**config.mk**
```make
export PLATFORM = sky130hd
export DESIGN_NAME = fs_8to1_mux
export DESIGN_NICKNAME = d
export VERILOG_FILES = /design/src/rtl/fs_pkg.sv /design/src/rtl/mux_8to1.sv /design/src/rtl/fs_8to1_mux.sv
export SDC_FILE = /design/constraint.sdc
export NUM_CORES = 1
export LEC_CHECK = 0
export CAP_MARGIN = 20
export CORE_AREA = 2 2 39 41
export DETAILED_ROUTE_END_ITERATION = 12
export DIE_AREA = 0 0 41 43
export PLACE_DENSITY_LB_ADDON = 0.08
export SETUP_SLACK_MARGIN = 0.02
export SYNTH_ARGS = -nofsm -noshare
export SYNTH_HDL_FRONTEND = slang
export SYNTH_SLANG_ARGS = --single-unit
```
**constraint.sdc**
```tcl
create_clock -name clk -period 2.5 [get_ports clk]
set_input_delay 0.5 -clock clk [delete_from_list [all_inputs] [get_ports clk]]
set_output_delay 0.5 -clock clk [all_outputs]
set_load 0.01 [all_outputs]
```
**src/rtl/fs_pkg.sv**
```systemverilog
// Shared constants and types for the mux-based full subtractor cell.
package fs_pkg;

  // Truth tables indexed by sel = {a, b, bin}; bit n is the result for sel == n.
  localparam logic [7:0] FS_DIFF_TT = 8'h96;
  localparam logic [7:0] FS_BOUT_TT = 8'h8E;

  typedef logic [2:0] fs_sel_t;

endpackage

```
**src/rtl/mux_8to1.sv**
```systemverilog
// Plain 8:1 multiplexer: y = data[sel], written as an explicit case.
module mux_8to1
  import fs_pkg::*;
(
  input  logic [7:0] data,
  input  fs_sel_t    sel,
  output logic       y
);

  always_comb begin
    y = 1'b0;
    case (sel)
      3'd0: y = data[0];
      3'd1: y = data[1];
      3'd2: y = data[2];
      3'd3: y = data[3];
      3'd4: y = data[4];
      3'd5: y = data[5];
      3'd6: y = data[6];
      3'd7: y = data[7];
      default: y = 1'b0;
    endcase
  end

endmodule

```
**src/rtl/fs_8to1_mux.sv**
```systemverilog
// Single-bit full subtractor (a - b - bin) built from two hard-wired 8:1 muxes,
// with an optional output register stage and a valid flag.
module fs_8to1_mux
  import fs_pkg::*;
#(
  parameter bit REG_OUT = 1'b1
) (
  input  logic clk,
  input  logic rst,
  input  logic a,
  input  logic b,
  input  logic bin,
  input  logic in_valid,
  output logic diff,
  output logic bout,
  output logic out_valid
);

  // Valid semantics: in_valid qualifies a/b/bin in the cycle it is high; there is
  // no backpressure. out_valid marks that diff/bout reflect an input accepted on
  // the previous edge (REG_OUT=1) or that in_valid was high last edge (REG_OUT=0).

  fs_sel_t sel;
  logic    diff_mux;
  logic    bout_mux;

  assign sel = {a, b, bin};

  mux_8to1 u_diff_mux (
    .data (FS_DIFF_TT),
    .sel  (sel),
    .y    (diff_mux)
  );

  mux_8to1 u_bout_mux (
    .data (FS_BOUT_TT),
    .sel  (sel),
    .y    (bout_mux)
  );

  generate
    if (REG_OUT) begin : g_reg
      // Results hold while in_valid is low; only out_valid tracks the gap.
      always_ff @(posedge clk) begin
        if (rst) begin
          diff      <= 1'b0;
          bout      <= 1'b0;
          out_valid <= 1'b0;
        end else begin
          out_valid <= in_valid;
          if (in_valid) begin
            diff <= diff_mux;
            bout <= bout_mux;
          end
        end
      end
    end else begin : g_comb
      assign diff = diff_mux;
      assign bout = bout_mux;

      always_ff @(posedge clk) begin
        if (rst) begin
          out_valid <= 1'b0;
        end else begin
          out_valid <= in_valid;
        end
      end
    end
  endgenerate

endmodule

```
Yosys cells after proc, flatten, opt, wreduce, memory -nomap -nowiden --
Cells that the tools add are included.
Storage, ports and cells: register bits 3, bits of input ports 6, output and inout port bits 3, logic and storage cells 17
Operators by class: equal/unequal tests 7, mux-type cells 2, reduce and logical (&&, ||, !) cells 5
Operators by type and width (count):
- $reduce_or 4->1 | 4
- $eq 3x3->1 const B | 4
- $eq 3x2->1 const B | 2
- $pmux 1 s2 | 2
- $eq 3x1->1 const B | 1
- $logic_not 3->1 | 1

Logic depth before layout (Yosys ltp) --
Gate-level depths: netlist (run 1).
depth after elaboration 3, gate-level depth with buffers 3, depth with buffers taken out 3

By module --
From an unflattened synthesis (run 1), not the netlist that was laid out.
Second synthesis, totals: cell total of the unflattened synthesis 16, area, all modules 229.0 um^2
Modules (own cells, without submodules):
- mux_8to1 | instances 2, cells an instance 3, area each 63.8 um^2, seq. area each 0.0 um^2
- fs_8to1_mux | instances 1, cells an instance 10, area each 101.3 um^2, seq. area each 60.1 um^2

Worst setup path after synthesis (run 1) --
Ideal clock, no wire load.
path type input to register, start point input a, end point register diff, setup time 114 ps, data arrival time 1034 ps, data required time 2386 ps, slack 1352 ps, stages on the path 3, path buffers 0, cell sequence xor3_1 > mux2i_1 > nor2_1
On the way: longest elaborated chain between the ends 3, elaborated cells between the ends (all ways) 11, those cells by class eq/ne: 7; mux: 1; reduce/logical: 3
RTL lines:
- start, declared | line fs_8to1_mux.sv:10 | input logic a,
- $eq 3x1->1 (tied with other cells) | line mux_8to1.sv:12 | case (sel)
- $reduce_or 4->1 (no line)
- $pmux 1 s2 (*) | line mux_8to1.sv:12
- end signal, assigned | line fs_8to1_mux.sv:52 | diff <= diff_mux;
- end, declared | line fs_8to1_mux.sv:14 | output logic diff,
Mark *: on every way between the ends. The rest lies on a longest branch, timed or not. A chain may end at the register's enable or synchronous reset.

Worst setup path in the final report (run 1) --
start point register bout, end point output bout
RTL lines:
- start, declared | line fs_8to1_mux.sv:15 | output logic bout,
- start signal, assigned | line fs_8to1_mux.sv:53 | bout <= bout_mux;
No word-level cell between the ends.

==> flow_metrics.py, run 1 <==
metrics = {
    "timing": {
        "timing.clock.skew_ns": 0,
        "fmax_mhz": 628,
        "slew_headroom": 0.852,
        "worst_pin_slew_ns": 0.220,
        "drv_slew": 0,
        "period_minus_slack_ns": 1.59,
        "setup_violations": 0,
        "rsz0062_at_grt": "false",
        "setup_tns_ns": 0,
        "finalHoldViolCount": 0,
        "finalCritPeriodShare": 0.637,
    },
    "cts": {
        "cts_hold_buf": 0,
        "clk_latency_ns": 0.23,
        "cts_setup_buffers": 0,
        "numCtsBuffers": 3,
        "cts_resized": 0,
        "clock_path_buffers": 2,
        "cts_tree": "built",
        "cts_root_buf": "clkbuf_4",
        "clk_pin_slew_worst_paths_ns": 0.04,
        "cts.sinks": 3,
        "htree_levels": 1,
    },
    "synthesis": {
        "syn-mean-instance-area_um2": 10.7,
        "ys_seq_elements": 3,
        "synth.distinct_cells": 9,
        "netlist_area_um2": 129,
        "seq_area_frac_synth": 0.466,
        "syn_nets": 18,
        "yosysWarnings": 0,
        "syn_inst": 12,
    },
    "worst_setup_path": {
        "worstSetupStartpointType": "flop",
        "cp.arrival_ns": 1.09,
        "crit_path_max_fanout": 2,
        "critical_path_class": "flop to primary output",
        "cp.required_ns": 2.00,
        "endpoint_kind": "primary output",
        "cp_num_buf_inv": 1,
        "slowest_delay_ns": 0.53,
        "slowest_stage": "clkdlybuf4s50_1",
        "critPathTopFamily": "buffers and inverters",
        "cp_cell_sequence": "clkdlybuf4s50_1",
    },
    "placed_design": {
        "gp_congestion": 0.588,
        "numPortBuffers": 8,
    },
    "global_route": {
        "grt_max_degree": 5,
        "antenna_found_initial": 0,
        "overflow": 0,
        "grt_pass1_wl_um": 510,
        "grt_pass1_vias": 144,
        "track_usage": 0.0512,
    },
    "detailed_routing": {
        "wire_per_inst_um": 8.23,
        "drt_iter0_drc": 0,
        "route.detailed.drc": 0,
        "wl_um": 329,
        "ant_nets": 0,
        "avgViaCountPerCell": 3.18,
        "first_pass_iters": 1,
        "vias": 127,
    },
    "finish": {
        "mostFrequentLayoutCell": "clkdlybuf4s50_1",
        "nNetsFinal": 31,
        "n_antenna_cell": 0,
        "drive_above_1_share": 0.125,
        "finish.utilization": 0.184,
        "n_fill_cell": 157,
        "layout_common_cells": "8 x clkdlybuf4s50_1, 3 x dfxtp_1, 3 x clkbuf_4",
        "area_growth_pct": 98.1,
    },
    "die": {
        "ios": 9,
        "die_area_um2": 1760,
        "dieWidth_um": 41,
        "initial_core_util": 0.0931,
        "row_count": 14,
        "die_y_um": 43,
        "core-area_um2": 1380,
    },
    "power": {
        "p_leak_nw": 0.107,
        "powerDensity_nw_per_um2": 654,
        "irDropWorstVdd_v": 0.000196,
    },
    "job": {
        "max_cap_violations": 0,
    },
    "hold_path": {
        "hold_class": "flop to flop",
    },
    "run_status": {
        "status": "finished clean",
    },
}
==> final timing paths <==
kind | start | slack, ns | cells after the start | endpoint
max | bout$_SDFFE_PP0P_ | 0.91 | 1 | bout
min | diff$_SDFFE_PP0P_ | 0.49 | 2 | diff$_SDFFE_PP0P_
max reg2reg | bout$_SDFFE_PP0P_ | 1.79 | 2 | bout$_SDFFE_PP0P_
min reg2reg | diff$_SDFFE_PP0P_ | 0.49 | 2 | diff$_SDFFE_PP0P_
==> report_power, final <==
group          switching, W  leakage, nW  internal, W
Combinational    0.00000930       0.0669    0.0000196
Sequential       0.00000156       0.0249    0.0000518
Clock             0.0000247       0.0150    0.0000598
Total             0.0000356        0.107     0.000131
==> Yosys cell counts <==
| cell type | count | area (um2) |
|---|---|---|
| dfxtp_1 | 3 | 60.1 |
| nor2b_1 | 1 | 6.26 |
| mux2i_1 | 1 | 10.0 |
| inv_1 | 1 | 3.75 |
| a311oi_1 | 1 | 8.76 |
| o21ai_0 | 1 | 5.00 |
| nand2_1 | 1 | 3.75 |
| nor2_1 | 2 | 7.51 |
| xor3_1 | 1 | 23.8 |
==> per-stage QoR <==
stage	total power [W]	cells	setup WS (ns)	area, um2	hold WS, ns
final	0.000167	40	0.908	255	0.492
after floorplan	0.0000653	12	1.35	129	0.498
after detailed placement	0.0000832	36	0.805	229	0.486
after CTS	0.000173	40	0.893	255	0.507
after global routing	0.000182	40	0.840	255	0.512
after global placement	0.0000834	36	0.809	229	0.481
==> routing by layer <==
layer  GRT usage  part of all wire
met2      0.0656              0.44
met5           0                 0
met4      0.0200                 0
met3      0.0838              0.12
met1      0.0354              0.43
==> flip-flops by register name, summed over array words and instances, names as in the netlist <==
signal / flops
bout: 1
diff: 1
out_valid: 1
==> logic make-up (layout without fill, tap and decap cells) <==
logic type	count (synthesis)	in the layout	synth area share
xor gates and xnor gates	1	1	0.184
and+or+nand+nor	4	4	0.136
DFF	3	3	0.466
muxes	1	1	0.0777
buffers and inverters	1	13	0.0291
AOI/OAI and AO/OA	2	2	0.107
==> cell type report <==
type	instances	area (um2)	share of cell area
sequential	3	60.1	0.235
clock buffer	4	26.3	0.103
timing repair buffer	8	80.1	0.314
tap	16	20.0	0.0784
multi-input combinational	8	65.1	0.255
inverter	1	3.75	0.0147
No activity file was read; power rests on OpenSTA's default activity.
==> inputs of run 2 (changes only) <==
==> constraint.sdc (replaced) <==
create_clock -name clk -period 1.7 [get_ports clk]
set_input_delay 0.34 -clock clk [delete_from_list [all_inputs] [get_ports clk]]
set_output_delay 0.34 -clock clk [all_outputs]
set_load 0.01 [all_outputs]
==> run 2 against run 1 <==
Compared with the run above:
- clock power rose by 46%
- utilization did not move
- sequential power rose by 46%
- total power rose by 47%
- first-iteration DRC count rose by 3
- final cell count did not move
- wire length fell by 4.6%
- flip-flop and latch count did not move
- non-clock buffer count did not move
- critical path depth did not move
- global-route usage rose by 0.80 points
- highest routed layer unchanged
==> flow_metrics.py, run 2 (synthesis gave the netlist of run 1 again) <==
metrics = {
    "run_status": {
        "status": "finished clean",
    },
    "timing": {
        "timing.clock.skew_ns": 0,
        "drv_slew": 0,
        "worst_pin_slew_ns": 0.213,
        "finalHoldViolCount": 0,
        "period_minus_slack_ns": 1.42,
        "fmax_mhz": 702,
        "finalCritPeriodShare": 0.837,
        "rsz0062_at_grt": "false",
        "slew_headroom": 0.857,
        "setup_violations": 0,
        "setup_tns_ns": 0,
    },
    "cts": {
        "cts_setup_buffers": 0,
        "cts_hold_buf": 0,
        "cts.sinks": 3,
        "numCtsBuffers": 3,
        "clk_latency_ns": 0.23,
        "cts_root_buf": "clkbuf_4",
        "htree_levels": 1,
        "clk_pin_slew_worst_paths_ns": 0.04,
        "clock_path_buffers": 2,
        "cts_tree": "built",
        "cts_resized": 0,
    },
    "worst_setup_path": {
        "cp.arrival_ns": 1.08,
        "slowest_delay_ns": 0.54,
        "cp.required_ns": 1.36,
        "startpoint": "diff$_SDFFE_PP0P_",
        "worstSetupStartpointType": "flop",
        "crit_path_max_fanout": 2,
        "crit_end": "diff",
        "cp_cell_sequence": "clkdlybuf4s50_1",
        "endpoint_kind": "primary output",
        "critPathTopFamily": "buffers and inverters",
        "crit_cells": 1,
        "slowest_stage": "clkdlybuf4s50_1",
        "worstReg2RegStart": "bout$_SDFFE_PP0P_",
        "cp_num_buf_inv": 1,
        "r2r_cells": 2,
        "r2r_slack_ns": 1.00,
        "worst_r2r_endpoint": "bout$_SDFFE_PP0P_",
        "critical_path_class": "flop to primary output",
    },
    "global_route": {
        "grt_pass1_wl_um": 641,
        "overflow": 0,
        "track_usage": 0.0592,
        "grt_pass1_vias": 157,
        "antenna_found_initial": 0,
        "grt_max_degree": 5,
    },
    "finish": {
        "drive_above_1_share": 0.125,
        "n_fill_cell": 156,
        "mostFrequentLayoutCell": "clkdlybuf4s50_1",
        "finish.utilization": 0.184,
        "multi_input_area_um2": 65.1,
        "layout_common_cells": "8 x clkdlybuf4s50_1, 3 x dfxtp_1, 3 x clkbuf_4",
        "largestRegisters": "bout x1, diff x1, out_valid x1",
        "nNetsFinal": 31,
        "n_antenna_cell": 0,
        "final-seq-area_um2": 60.1,
        "fin_cells": 40,
        "area_growth_pct": 98.1,
    },
    "power": {
        "irDropWorstVdd_v": 0.000395,
        "powerDensity_nw_per_um2": 958,
        "p_leak_nw": 0.107,
    },
    "die": {
        "initial_core_util": 0.0931,
        "die_area_um2": 1760,
        "row_count": 14,
        "core-area_um2": 1380,
        "ios": 9,
        "die_y_um": 43,
        "dieWidth_um": 41,
    },
    "detailed_routing": {
        "route.detailed.drc": 0,
        "vias": 128,
        "first_pass_iters": 2,
        "wire_per_inst_um": 7.85,
        "drt_iter0_drc": 3,
        "avgViaCountPerCell": 3.20,
        "wl_um": 314,
        "ant_nets": 0,
    },
    "placed_design": {
        "numPortBuffers": 8,
        "hpwl_um": 256,
        "dp.cells": 36,
        "gp_congestion": 0.572,
    },
    "job": {
        "max_cap_violations": 0,
    },
    "hold_path": {
        "hold_class": "flop to flop",
    },
}
-- run 2: how the worst min path moves through the flow --
stage	startpoint	end	slack, ns	cells after the start
CTS	diff$_SDFFE_PP0P_	diff$_SDFFE_PP0P_	0.50	2
floorplan	rst	out_valid$_SDFF_PP0_	0.41	1
detailed placement	diff$_SDFFE_PP0P_	diff$_SDFFE_PP0P_	0.49	2
global placement	bout$_SDFFE_PP0P_	bout$_SDFFE_PP0P_	0.48	2
finish	diff$_SDFFE_PP0P_	diff$_SDFFE_PP0P_	0.49	2
global route	bout$_SDFFE_PP0P_	bout$_SDFFE_PP0P_	0.56	2
-- run 2: per-stage QoR --
step	hold WS [ns]	worst slack [ns]	cell area, um2	power (W)
after floorplan	0.412	0.712	129	0.0000960
after global placement	0.484	0.169	229	0.000123
after detailed placement	0.489	0.150	229	0.000123
after CTS	0.504	0.255	255	0.000254
after global routing	0.563	0.220	255	0.000269
final	0.490	0.276	255	0.000245
-- run 2: report_power, final --
part,total [W],switching (W),internal [W]
combinational,0.0000430,0.0000141,0.0000289
sequential,0.0000782,0.00000203,0.0000761
clock,0.000123,0.0000355,0.0000879
total,0.000245,0.0000516,0.000193
-- run 2: area by class of cell --
type | instances | area share
clock buffers | 4 | 0.103
inverters | 1 | 0.0147
multi-input cells | 8 | 0.255
flip-flops and latches | 3 | 0.235
well taps | 16 | 0.0784
repair buffers | 8 | 0.314
-- run 2: routing by layer --
| layer | GRT usage | share of wire | vias up |
|---|---|---|---|
| li1 | - | - | 66 |
| met3 | 0.0628 | 0.073 | 0 |
| met5 | 0 | 0 | - |
| met2 | 0.0781 | 0.46 | 5 |
| met4 | 0.0200 | 0 | 0 |
| met1 | 0.0609 | 0.46 | 57 |
